===== src/rtl/piso_shift_reg_param_if.sv =====
// Load/serial bundle for piso_shift_reg_param: the source drives load, p_in
// and shift_en, and the shifter returns the handshake, the serial line and the flags.
interface piso_shift_reg_param_if #(
  parameter int WIDTH = 8
);
  logic             load;
  logic [WIDTH-1:0] p_in;
  logic             shift_en;
  logic             load_ready;
  logic             s_out;
  logic             s_valid;
  logic             s_last;
  logic             busy;
  logic             overrun;

  modport master (
    output load,
    output p_in,
    output shift_en,
    input  load_ready,
    input  s_out,
    input  s_valid,
    input  s_last,
    input  busy,
    input  overrun
  );

  modport slave (
    input  load,
    input  p_in,
    input  shift_en,
    output load_ready,
    output s_out,
    output s_valid,
    output s_last,
    output busy,
    output overrun
  );
endinterface


===== src/rtl/piso_shift_reg_param.sv =====
// Parametrised parallel-in serial-out shifter with a ready/valid load, bit-rate pacing,
// gapless reload on the last bit, last-bit and overrun flags, and a programmable idle level.
module piso_shift_reg_param #(
  parameter int   WIDTH      = 8,
  parameter bit   MSB_FIRST  = 1'b1,
  parameter logic IDLE_LEVEL = 1'b0
) (
  input  logic                      clk,
  input  logic                      rst,
  piso_shift_reg_param_if.slave     bus
);

  localparam int                CNT_W    = ($clog2(WIDTH) < 1) ? 1 : $clog2(WIDTH);
  localparam logic [CNT_W-1:0]  LAST_CNT = CNT_W'(WIDTH - 1);

  typedef enum logic {
    S_IDLE  = 1'b0,
    S_SHIFT = 1'b1
  } state_t;

  state_t           r_state;
  state_t           w_state_nxt;
  logic [WIDTH-1:0] r_shreg;
  logic [WIDTH-1:0] w_shreg_nxt;
  logic [CNT_W-1:0] r_cnt;
  logic [CNT_W-1:0] w_cnt_nxt;
  logic             r_overrun;
  logic             w_overrun_nxt;

  logic             w_at_last;
  logic             w_load_ready;
  logic             w_accept;
  logic             w_s_valid;
  logic [WIDTH-1:0] w_shreg_shifted;

  // The last bit may hand over to a new word only on an edge that actually advances it.
  assign w_at_last    = (r_cnt == LAST_CNT);
  assign w_load_ready = (r_state == S_IDLE) ||
                        ((r_state == S_SHIFT) && bus.shift_en && w_at_last);
  assign w_accept     = bus.load && w_load_ready;

  // Move the next bit toward the output end; the fill bit is never observed.
  assign w_shreg_shifted = MSB_FIRST ? {r_shreg[WIDTH-2:0], 1'b0}
                                     : {1'b0, r_shreg[WIDTH-1:1]};

  // NOTE: every next-state signal gets a hold default before the case, so no path
  // through this block leaves a variable unassigned and no latch is inferred.
  always_comb begin
    w_state_nxt   = r_state;
    w_shreg_nxt   = r_shreg;
    w_cnt_nxt     = r_cnt;
    w_overrun_nxt = bus.load && !w_load_ready;

    unique case (r_state)
      S_IDLE: begin
        if (w_accept) begin
          w_shreg_nxt = bus.p_in;
          w_cnt_nxt   = '0;
          w_state_nxt = S_SHIFT;
        end
      end

      S_SHIFT: begin
        if (bus.shift_en) begin
          if (!w_at_last) begin
            w_shreg_nxt = w_shreg_shifted;
            w_cnt_nxt   = r_cnt + 1'b1;
          end else if (w_accept) begin
            w_shreg_nxt = bus.p_in;
            w_cnt_nxt   = '0;
          end else begin
            w_cnt_nxt   = '0;
            w_state_nxt = S_IDLE;
          end
        end
      end

      default: begin
        w_state_nxt = S_IDLE;
      end
    endcase
  end

  // NOTE: reset is sampled synchronously here, and all state is updated with
  // non-blocking assignments so every register sees pre-edge values.
  always_ff @(posedge clk) begin
    if (rst) begin
      r_state   <= S_IDLE;
      r_shreg   <= '0;
      r_cnt     <= '0;
      r_overrun <= 1'b0;
    end else begin
      r_state   <= w_state_nxt;
      r_shreg   <= w_shreg_nxt;
      r_cnt     <= w_cnt_nxt;
      r_overrun <= w_overrun_nxt;
    end
  end

  // Serial outputs come only from registers, so no input reaches s_out combinationally.
  assign w_s_valid      = (r_state == S_SHIFT);
  assign bus.s_valid    = w_s_valid;
  assign bus.busy       = w_s_valid;
  assign bus.s_out      = w_s_valid ? (MSB_FIRST ? r_shreg[WIDTH-1] : r_shreg[0]) : IDLE_LEVEL;
  assign bus.s_last     = w_s_valid && w_at_last;
  assign bus.load_ready = w_load_ready;
  assign bus.overrun    = r_overrun;

  a_cnt_in_range: assert property (@(posedge clk) disable iff (rst)
    r_cnt <= LAST_CNT);

  a_last_needs_valid: assert property (@(posedge clk) disable iff (rst)
    bus.s_last |-> bus.s_valid);

  a_overrun_after_reject: assert property (@(posedge clk) disable iff (rst)
    (bus.load && !w_load_ready) |=> r_overrun);

endmodule

===== src/flat_wrapper.sv =====
// flat-port wrapper written by rule: the top's interface ports become plain ports
module piso_shift_reg_param_flat 
#(
  parameter int   WIDTH      = 8,
  parameter bit   MSB_FIRST  = 1'b1,
  parameter logic IDLE_LEVEL = 1'b0
)
  (clk, rst, bus_load, bus_p_in, bus_shift_en, bus_load_ready, bus_s_out, bus_s_valid, bus_s_last, bus_busy, bus_overrun);
  piso_shift_reg_param_if #(.WIDTH(WIDTH)) bus_i ();
  input  logic clk;
  input  logic rst;
  input wire logic [$bits(bus_i.load)-1:0] bus_load;
  input wire logic [$bits(bus_i.p_in)-1:0] bus_p_in;
  input wire logic [$bits(bus_i.shift_en)-1:0] bus_shift_en;
  output wire logic [$bits(bus_i.load_ready)-1:0] bus_load_ready;
  output wire logic [$bits(bus_i.s_out)-1:0] bus_s_out;
  output wire logic [$bits(bus_i.s_valid)-1:0] bus_s_valid;
  output wire logic [$bits(bus_i.s_last)-1:0] bus_s_last;
  output wire logic [$bits(bus_i.busy)-1:0] bus_busy;
  output wire logic [$bits(bus_i.overrun)-1:0] bus_overrun;
  assign bus_i.load = bus_load;
  assign bus_i.p_in = bus_p_in;
  assign bus_i.shift_en = bus_shift_en;
  assign bus_load_ready = bus_i.load_ready;
  assign bus_s_out = bus_i.s_out;
  assign bus_s_valid = bus_i.s_valid;
  assign bus_s_last = bus_i.s_last;
  assign bus_busy = bus_i.busy;
  assign bus_overrun = bus_i.overrun;
  piso_shift_reg_param #(.WIDTH(WIDTH), .MSB_FIRST(MSB_FIRST), .IDLE_LEVEL(IDLE_LEVEL)) u_core (.clk(clk), .rst(rst), .bus(bus_i));
endmodule

===== config.mk =====
export PLATFORM = sky130hd
export DESIGN_NAME = piso_shift_reg_param_flat
export DESIGN_NICKNAME = d
export VERILOG_FILES = /design/src/rtl/piso_shift_reg_param_if.sv /design/src/rtl/piso_shift_reg_param.sv /design/src/flat_wrapper.sv
export SDC_FILE = /design/constraint.sdc
export NUM_CORES = 1
export LEC_CHECK = 0
export ABC_AREA = 1
export BUFFER_PORTS_ARGS = -buffer_cell sky130_fd_sc_hd__buf_2
export CORE_UTILIZATION = 40
export CTS_CLUSTER_DIAMETER = 150
export DETAILED_ROUTE_END_ITERATION = 10
export SYNTH_ARGS = -nofsm -noshare
export SYNTH_HDL_FRONTEND = slang
export SYNTH_SLANG_ARGS = --single-unit

===== constraint.sdc =====
create_clock -name clk -period 2.8 [get_ports clk]
set_input_delay 0.28 -clock clk [delete_from_list [all_inputs] [get_ports clk]]
set_output_delay 0.28 -clock clk [all_outputs]
set_load 0.05 [all_outputs]

==> impl_results.md, run 1 <==
* Status: finished with violations
* Failing checks: design-rule violations
* Synth top area share at 37.3%
* Top_reg_cell synth: dfxtp_1
* Final max-slew violation count at 0
* Power Internal at 283 uW
* Yosys reg bits at 13
* Fraction of layout cells with a size suffix above 1 at 23.5%
* Cell type contributing the most total cell area after synthesis: dfxtp_1
* Most frequent cell after synthesis: nand2_1
* Number of detailed-routing iterations run before antenna repair at 7
* Fraction of synthesis flops using an asynchronous set or reset pin at 0%
* Power spent charging and discharging nets at 132 uW
* Fill count at 174
* Clk Latency, worst-skew pair at 0.28 ns
* Fraction of power spent switching nets at 31.8%
* Clock transition time at the flip-flop clock pins of the worst setup and hold paths at 0.08 ns
* Average cell area after synthesis at 7.20 um2
* Count of inserted antenna diode cells at 0
* Overall fraction of global-route tracks in use at 15.8%
* Worst Setup Start Kind: flip-flop
* Post-synth cell types at 22
* Category of the worst setup path capture point: output pin
* Max_slew headroom at 72.3%
* Total setup violations reported at the end of the flow at 0
* Ranking of synthesized cells by instance count: 23 x nand2_1, 19 x inv_1, 13 x dfxtp_1
* Power per unit of standard cell area at 519 mW/mm2
* Sum of net half-perimeters after detailed placement at 1.05 mm
* # resized after CTS at 0
* Highest clock frequency the design can meet at 0.537 GHz
* Hold Violations, Final at 0
* Share of the cycle needed by the critical path after routing at 66.5%
* Buffers inserted by post-CTS timing repair at 0
* Number of antenna violations at the first check in global routing at 0
* Setup repair after global routing missed its margin: no
* WL/cell at 10.4 um
* Power share of the combinational group at 21.4%
* Maximum level of the CTS H-tree at 1
* Hold WS at 0.239 ns
* Routability cong. at 0.800
* DR iter-0 viols at 18
* Combined area of all synthesized cells at 698 um2
* Number of rows in the core area at 14
* Final core utilization at 50.7%
* DRC errors left at 2
* Critical Path RT at 2.52 ns
* Vertical extent of the die at 43.8 um
* Number of clock sinks seen by CTS at 13
* Part of the total power dissipated in sequential elements at 50.2%
* Bufs on Longest Clock Path at 2
* CTS Buf Count at 3
* Power share of the clock group at 28.4%
* Multi-input combinational cell area at 329 um2
* Lkg Pwr at 0.000424 uW
* Pin count of the biggest net entering global routing at 12
* Total number of vias at 642
* Number of instances in the synthesized netlist at 97
* Via count of the first global-routing pass at 565
* Worst path arrival time at 1.58 ns
* Vias per cell at 4.90
* MaxCap Viol Count at 0
* Width of the chip at 43.8 um
* Routed WL at 1.37 mm
* Total of buffers placed on input and output ports at 17
* Initial standard-cell utilization of the core at 44.3%
* Combined flip-flop and latch cell area at 260 um2
* Worst clock skew on the final layout at 0.00472 ns
* Synthesis Warnings at 0
* Tmin final at 1.86 ns
* TritonCTS clock tree: yes
* Antenna violation net count after detailed routing at 0
* Global-route congestion overflow total at 0
* Part of the Yosys area used for sequential elements at 37.3%
* Post-cts hold buffer count at 0
* Worst Max-Slew Pin Slew at 0.415 ns
* Type of the worst setup path: reg2out
* Core Footprint at 0.00158 mm2
* Post-synthesis to final-layout area growth at 14.5%
* Root buf cell: clkbuf_4
* EDFF count, synth at 0
* Highest net fanout along the worst path at 9
* Hold WC Path Type: in2reg
* Net count reported at finish at 130
* Ports at 18
* Full die area at 0.00192 mm2
* Main area contributors after synthesis: dfxtp_1 37%, nand2_1 12%, inv_1 10%
* Peak supply drop at 0.235 mV
* Mapped Nets at 111
* Wire length of the first global-routing pass at 2.28 mm
* Final-layout setup total negative slack at 0 ns
-- power by group through the flow --
stage / clock network, uW / logic (uW) / registers (uW)
after floorplan: 0 / 67.0 / 214
after detailed placement: 0 / 89.0 / 213
final: 118 / 88.9 / 208
after global placement: 0 / 88.8 / 213
after CTS: 122 / 89.3 / 208
after global routing: 126 / 99.5 / 210
-- critical path: stages, from the launching register on --
cell and delay, ns:
dfxtp_1 0.32, ha_1 0.19, ha_1 0.20, inv_1 0.09, nand2_4 0.10, nand2_1 0.13
inv_1 0.06, buf_2 0.21
-- routing by layer --
| metal | vias up | global-route usage [%] | wire (um) |
|---|---|---|---|
| li1 | 342 | - | - |
| met1 | 277 | 21.1 | 711 |
| met2 | 21 | 24.8 | 568 |
| met3 | 2 | 2.50 | 75 |
| met4 | 0 | 7.50 | 12 |
| met5 | - | 0 | 0 |
-- final timing paths --
kind                                      start                end  slack [ns]  depth (start not counted)
worst min register to register  u_core.r_cnt[0]    u_core.r_cnt[0]        0.48                          2
worst max register to register  u_core.r_cnt[0]  u_core.r_shreg[6]        1.30                          8
worst max-delay path            u_core.r_cnt[0]     bus_load_ready        0.94                          7
worst min-delay path                        rst  u_core.r_shreg[7]        0.24                          2
-- cell families after synthesis --
family | share of synthesized area (%)
compound gates | 22.4
flops | 37.3
buf+inv | 15.6
fa+ha+maj | 3.58
simple gates | 21.1
-- stage by stage --
stage / power (uW) / cells / worst slack (ns) / instance area [um2]
6_report: 415 / 131 / 0.939 / 800
5_1_grt: 436 / 131 / 0.830 / 800
4_1_cts: 420 / 131 / 0.935 / 800
3_5_place_dp: 302 / 127 / 1.24 / 773
3_3_place_gp: 301 / 127 / 1.26 / 773
2_1_floorplan: 281 / 97 / 1.19 / 698
-- registers in the layout, indices dropped and copies added, names as in the netlist --
| name | count |
|---|---|
| u_core.bus.busy | 1 |
| u_core.bus.overrun | 1 |
| u_core.r_cnt | 3 |
| u_core.r_shreg | 8 |
-- cells in the final DEF, fill, tap and decap left out --
cell	n
a21oi_1	10
a21oi_2	1
a31oi_1	1
buf_2	17
clkbuf_1	1
clkbuf_4	3
dfxtp_1	13
ha_1	2
inv_1	19
inv_2	2
nand2_1	23
nand2_4	2
nand3_1	1
nand3_4	1
nor2_1	3
nor3_1	1
o211ai_1	2
o21a_1	1
o21ai_0	7
o21ai_1	1
o21ai_2	1
o21bai_1	1
o22ai_1	2
-- cell type report --
cell class / count / area share (%)
multi-input combinational: 60 / 41.2
sequential: 13 / 32.6
clock buffer: 4 / 3.29
tap: 16 / 2.50
inverter: 21 / 9.86
timing repair buffer: 17 / 10.6
No activity file was read; power rests on OpenSTA's default activity.
==> run 2: changes to the inputs <==
- PLACE_DENSITY: default -> 0.66
- clock period: 2.8 -> 1.65 ns (I/O delays scaled with it)
==> impl_results.md, run 2 (synthesis gave the netlist of run 1 again) <==
* Status: finished with violations
* Failing checks: design-rule violations
* Tmin final at 1.56 ns
* Core Footprint at 0.00158 mm2 (unchanged)
* Final Total Pwr at 709 uW (+71%)
* Root buf cell: clkbuf_4
* Total cell area at the placement stage at 773 um2 (unchanged)
* Total number of vias at 660 (+2.8%)
* WL/cell at 10.4 um (about the same)
* Width of the chip at 43.8 um (unchanged)
* Total of buffers placed on input and output ports at 17 (unchanged)
* Register bank with the most flops: u_core.r_shreg
* Ports at 18 (unchanged)
* Stage delay of the slowest cell on the critical path at 0.32 ns (about the same)
* DRC errors left at 1 (-1)
* TritonCTS clock tree: yes
* Worst Max-Slew Pin Slew at 0.419 ns (+0.00456 ns)
* Worst path arrival time at 1.39 ns (-0.19 ns)
* Routability cong. at 0.883 (+10%)
* Lkg Pwr at 0.000428 uW (+0.94%)
* Fin cells at 132 (+0.76%)
* Net count reported at finish at 131 (+0.77%)
* DR iter-0 viols at 12 (-6)
* Clock transition time at the flip-flop clock pins of the worst setup and hold paths at 0.08 ns (about the same)
* Number of detailed-routing iterations run before antenna repair at 7 (unchanged)
* Critical Path RT at 1.48 ns (-1.04 ns)
* Type of the worst setup path: reg2out
* Met1 Wirelength at 667 um (-6.2%)
* Vias per cell at 5.00 (+2.0%)
* Fill count at 155 (-11%)
* Final max-slew violation count at 0 (unchanged)
* Number of clock sinks seen by CTS at 13 (unchanged)
* Worst clock skew on the final layout at 0.00927 ns (+0.00455 ns)
* Max stage delay cell, worst path: dfxtp_1
* Peak supply drop at 0.448 mV (+91%)
* Antenna violation net count after detailed routing at 0 (unchanged)
* Max_slew headroom at 72.0% (-0.30 points)
* Sum of net half-perimeters after detailed placement at 1.04 mm (-1.2%)
* Dpl cells at 127 (unchanged)
* Fraction of layout cells with a size suffix above 1 at 26.7% (+3.2 points)
* Power per unit of standard cell area at 867 mW/mm2 (+67%)
* Leading registers by flop count: u_core.r_shreg (8), u_core.r_cnt (3)
* Most frequent standard cell in the layout excluding fill and tap cells: nand2_1
* Multi-input combinational cell area at 334 um2 (+1.5%)
* Share of the cycle needed by the critical path after routing at 94.4%
* Full die area at 0.00192 mm2 (unchanged)
* Vertical extent of the die at 43.8 um (unchanged)
* Global-route congestion overflow total at 0 (unchanged)
* Buf/Inv on CP at 3 (unchanged)
* Bufs on Longest Clock Path at 2 (unchanged)
* Overall fraction of global-route tracks in use at 15.6% (-0.23 points)
* Largest register FFs at 8 (unchanged)
* Metal3 WL at 61 um (-19%)
* MaxCap Viol Count at 0 (unchanged)
* Uppermost metal layer occupied by signal nets: met4
* Category of the worst setup path capture point: output pin
* Hold WC Path Type: in2reg
* Routed WL at 1.38 mm (+0.80%)
* Post-cts hold buffer count at 0 (unchanged)
* Count of inserted antenna diode cells at 0 (unchanged)
* Hold Violations, Final at 0 (unchanged)
* Initial standard-cell utilization of the core at 44.3% (unchanged)
* Cell family contributing the most delay on the critical path: adder cells
* Total setup violations reported at the end of the flow at 0 (unchanged)
* Combined flip-flop and latch cell area at 260 um2 (unchanged)
* Post-synthesis to final-layout area growth at 17.2%
* Highest net fanout along the worst path at 4 (-5)
* Crit path cell chain: ha_1 > ha_2 > inv_2 > nand2_4 > nand2_2 > inv_1 > buf_6
* Pin count of the biggest net entering global routing at 12 (unchanged)
* CTS Buf Count at 3 (unchanged)
* Met2 wirelength from detailed routing at 627 um (+10%)
* Design Area, Final at 818 um2 (+2.3%)
* Leading cell types in the layout, fill and taps excluded: 22 x nand2_1, 18 x inv_1, 16 x buf_2
* Maximum level of the CTS H-tree at 1 (unchanged)
* Clk Latency, worst-skew pair at 0.28 ns (about the same)
* Highest clock frequency the design can meet at 0.642 GHz
* Via count of the first global-routing pass at 514 (-9.0%)
* Number of rows in the core area at 14 (unchanged)
* Number of antenna violations at the first check in global routing at 0 (unchanged)
* Worst Setup Start Kind: flip-flop
* Wire length of the first global-routing pass at 2.18 mm (-4.5%)
* Final core utilization at 51.9% (+1.2 points)
==> run 2: changes by cell type in the layout (fill, tap and decap cells not counted), sizes merged <==
cell and delta:
buf +1
==> run 2: power breakdown <==
part	internal, uW	switching [uW]	total [uW]
sequential	336	17.9	354
combinational	56.8	102	159
clock	93.8	103	196
==> run 2: worst paths after layout <==
kind | end | start | cells past startpoint | slack, ns
max | bus_load_ready | u_core.r_cnt[0] | 7 | 0.09
min reg2reg | u_core.r_cnt[1] | u_core.r_cnt[1] | 2 | 0.46
min | u_core.r_shreg[7] | rst | 2 | 0.12
max reg2reg | u_core.r_shreg[2] | u_core.r_cnt[0] | 11 | 0.14
==> run 2: layout make-up <==
class,instances,area share (%)
sequential,13,31.8
clock buffer,4,3.21
inverter,21,9.63
multi-input combinational,60,40.8
tap,16,2.45
timing repair buffer,18,12.1
==> run 2: metrics by stage <==
step,setup TNS (ns),setup slack (ns),hold WS (ns)
5_1_grt,-0.000602,-0.000602,0.125
4_1_cts,0,0.00927,0.121
3_5_place_dp,0,0.164,0.421
3_3_place_gp,0,0.218,0.420
6_report,0,0.0916,0.124
2_1_floorplan,0,0.0674,0.234
==> run 2: metal layers <==
metal	track usage (%)	vias up
li1	-	343
met2	21.5	19
met5	0	-
met3	2.50	4
met4	11.3	0
met1	21.7	294
==> run 2: what timing repair did <==
action | CTS | global route
pin swaps | 1 | 0
resized for setup | 4 | 1
setup endpoints to repair | 1 | 1
gates cloned | 0 | 0
setup buffers | 0 | 1
==> run 3: changes to the inputs <==
- BUFFER_PORTS_ARGS: -buffer_cell sky130_fd_sc_hd__buf_2 -> default
- DONT_BUFFER_PORTS: default -> 1
- PLACE_DENSITY: 0.66 -> default
==> impl_results.md, run 3 (synthesis gave the netlist of run 1 again) <==
* Antenna violation net count after detailed routing at 0 (unchanged)
* Power share of the clock group at 28.6% (+0.9 points)
* Vias per cell at 5.31 (+6.3%)
* Multi-input combinational cell area at 342 um2 (+2.2%)
* Failing checks: design-rule violations
* Fraction of power spent switching nets at 32.0% (+0.56 points)
* Maximum level of the CTS H-tree at 1 (unchanged)
* Via count of the first global-routing pass at 539 (+4.9%)
* Total of buffers placed on input and output ports at 0 (-17)
* Register bank with the most flops: u_core.r_shreg
* Final max-slew violation count at 0 (unchanged)
* Final-layout setup total negative slack at 0 ns (unchanged)
* Total setup violations reported at the end of the flow at 0 (unchanged)
* Worst slack, placed at 0.172 ns (+0.00815 ns)
* Post-synthesis to final-layout area growth at 17.4%
* Final Total Pwr at 720 uW (+1.5%)
* WL/cell at 12.3 um (+18%)
* Stage delay of the slowest cell on the critical path at 0.32 ns (about the same)
* Peak supply drop at 0.470 mV (+4.9%)
* DR iter-0 viols at 34 (+22)
* Category of the worst setup path capture point: output pin
* Number of antenna violations at the first check in global routing at 0 (unchanged)
* Clock transition time at the flip-flop clock pins of the worst setup and hold paths at 0.08 ns (about the same)
* Power spent charging and discharging nets at 230 uW (+3.3%)
* DRC errors left at 2 (+1)
* Routed WL at 1.49 mm (+8.0%)
* Max_slew headroom at 67.8% (-4.2 points)
* TritonCTS clock tree: yes
* Worst Max-Slew Pin Slew at 0.483 ns (+0.0635 ns)
* Combined flip-flop and latch cell area at 260 um2 (unchanged)
* Smallest setup slack after layout at 0.0855 ns (-0.00609 ns)
* Fraction of layout cells with a size suffix above 1 at 19.0% (-7.7 points)
* Max stage delay cell, worst path: dfxtp_1
* Worst Setup Start Kind: flip-flop
* Tmin final at 1.56 ns (+0.00609 ns)
* Sum of net half-perimeters after detailed placement at 1.07 mm (+2.4%)
* Clk Latency, worst-skew pair at 0.28 ns (about the same)
* Ports at 18 (unchanged)
* Full die area at 0.00192 mm2 (unchanged)
* Root buf cell: clkbuf_4
* Vertical extent of the die at 43.8 um (unchanged)
* Lkg Pwr at 0.000396 uW (-7.6%)
* Power Internal at 490 uW (+0.67%)
* Number of detailed-routing iterations run before antenna repair at 7 (unchanged)
* Pin count of the biggest net entering global routing at 12 (unchanged)
* Leading registers by flop count: u_core.r_shreg (8), u_core.r_cnt (3)
* Largest register FFs at 8 (unchanged)
* Bufs on Longest Clock Path at 2 (unchanged)
* Status: finished with violations
* Critical Path RT at 1.48 ns (about the same)
* Highest clock frequency the design can meet at 0.639 GHz (-0.39%)
* Number of clock sinks seen by CTS at 13 (unchanged)
* Power per unit of standard cell area at 878 mW/mm2 (+1.4%)
* Routability cong. at 0.808 (-8.6%)
* Hold WC Path Type: in2reg
* Setup repair after global routing missed its margin: no
* MaxCap Viol Count at 0 (unchanged)
* Leading cell types in the layout, fill and taps excluded: 22 x nand2_1, 18 x inv_1, 13 x dfxtp_1
* Share of the cycle needed by the critical path after routing at 94.8% (+0.37 points)
* CTS Buf Count at 3 (unchanged)
* Part of the total power dissipated in sequential elements at 49.8% (about the same)
* Worst clock skew on the final layout at 0.00366 ns (-0.00561 ns)
* Number of rows in the core area at 14 (unchanged)
* Global-route congestion overflow total at 0 (unchanged)
* Count of inserted antenna diode cells at 0 (unchanged)
* Hold Violations, Final at 0 (unchanged)
* Wire length of the first global-routing pass at 2.49 mm (+14%)
* Fill count at 156 (+0.65%)
* Total number of vias at 643 (-2.6%)
* Critical path's most frequent cell: nand2_4
* Net count reported at finish at 120 (-8.4%)
* Most frequent standard cell in the layout excluding fill and tap cells: nand2_1
* Worst path arrival time at 1.40 ns (about the same)
* Power share of the combinational group at 21.6% (-0.8 points)
* Crit path cell chain: ha_1 > ha_2 > inv_2 > nand2_4 > nand2_4 > inv_1 > buf_12
* Overall fraction of global-route tracks in use at 17.9% (+2.3 points)
* Type of the worst setup path: reg2out
* Width of the chip at 43.8 um (unchanged)
* Highest net fanout along the worst path at 3 (-1)
* Initial standard-cell utilization of the core at 44.3% (unchanged)
* Core Footprint at 0.00158 mm2 (unchanged)
run 3: layout make-up:
cell class / count / share of cell area, %
multi-input combinational: 60 / 41.7
sequential: 13 / 31.8
inverter: 21 / 9.62
timing repair buffer: 7 / 11.3
tap: 16 / 2.44
clock buffer: 4 / 3.21
run 3: power by group through the flow:
stage               Clock, uW  Sequential (uW)  Combinational [uW]
finish                    206              359                 156
detailed placement          0              366                 141
global route              225              362                 172
global placement            0              366                 141
CTS                       209              358                 153
floorplan                   0              364                 114
run 3: layer usage:
metal  vias up  GRT usage, %  wire length, um
li1        325             -                -
met1       284          24.3              685
met2        29          25.4              643
met3         5          4.17              120
met4         0          11.3               38
met5         -             0                0
run 3: worst max-delay path, delay by kind of cell (launching register included):
family | cells | cell delay [ns]
flops | 1 | 0.32
fa+ha+maj | 2 | 0.38
simple gates | 2 | 0.13
buf+inv | 3 | 0.28
run 3: repair_timing:
item,4_1_cts,5_1_grt
gates cloned,0,0
hold buffers,1,0
pin swaps,1,0
endpoints found under the hold margin,4,0
setup endpoints to repair,1,7
resized for setup,2,3
buffers inserted,2,0
run 3: per-stage QoR:
stage	utilization, %	hold slack (ns)	instances	instance area (um2)
finish	52.0	0.0255	121	820
global route	52.0	0.0396	121	820
CTS	51.7	0.0192	121	815
detailed placement	47.9	0.237	114	756
global placement	47.9	0.236	114	756
floorplan	-	0.234	97	698
run 3: path summary, 6_finish.rpt:
check                            to       startpoint  slack, ns  cells past startpoint
setup / recovery     bus_load_ready  u_core.r_cnt[0]       0.09                      7
hold / removal      u_core.bus.busy         bus_load       0.03                      2
setup reg to reg  u_core.r_shreg[6]  u_core.r_cnt[0]       0.15                      9
hold reg to reg     u_core.r_cnt[0]  u_core.r_cnt[0]       0.47                      2
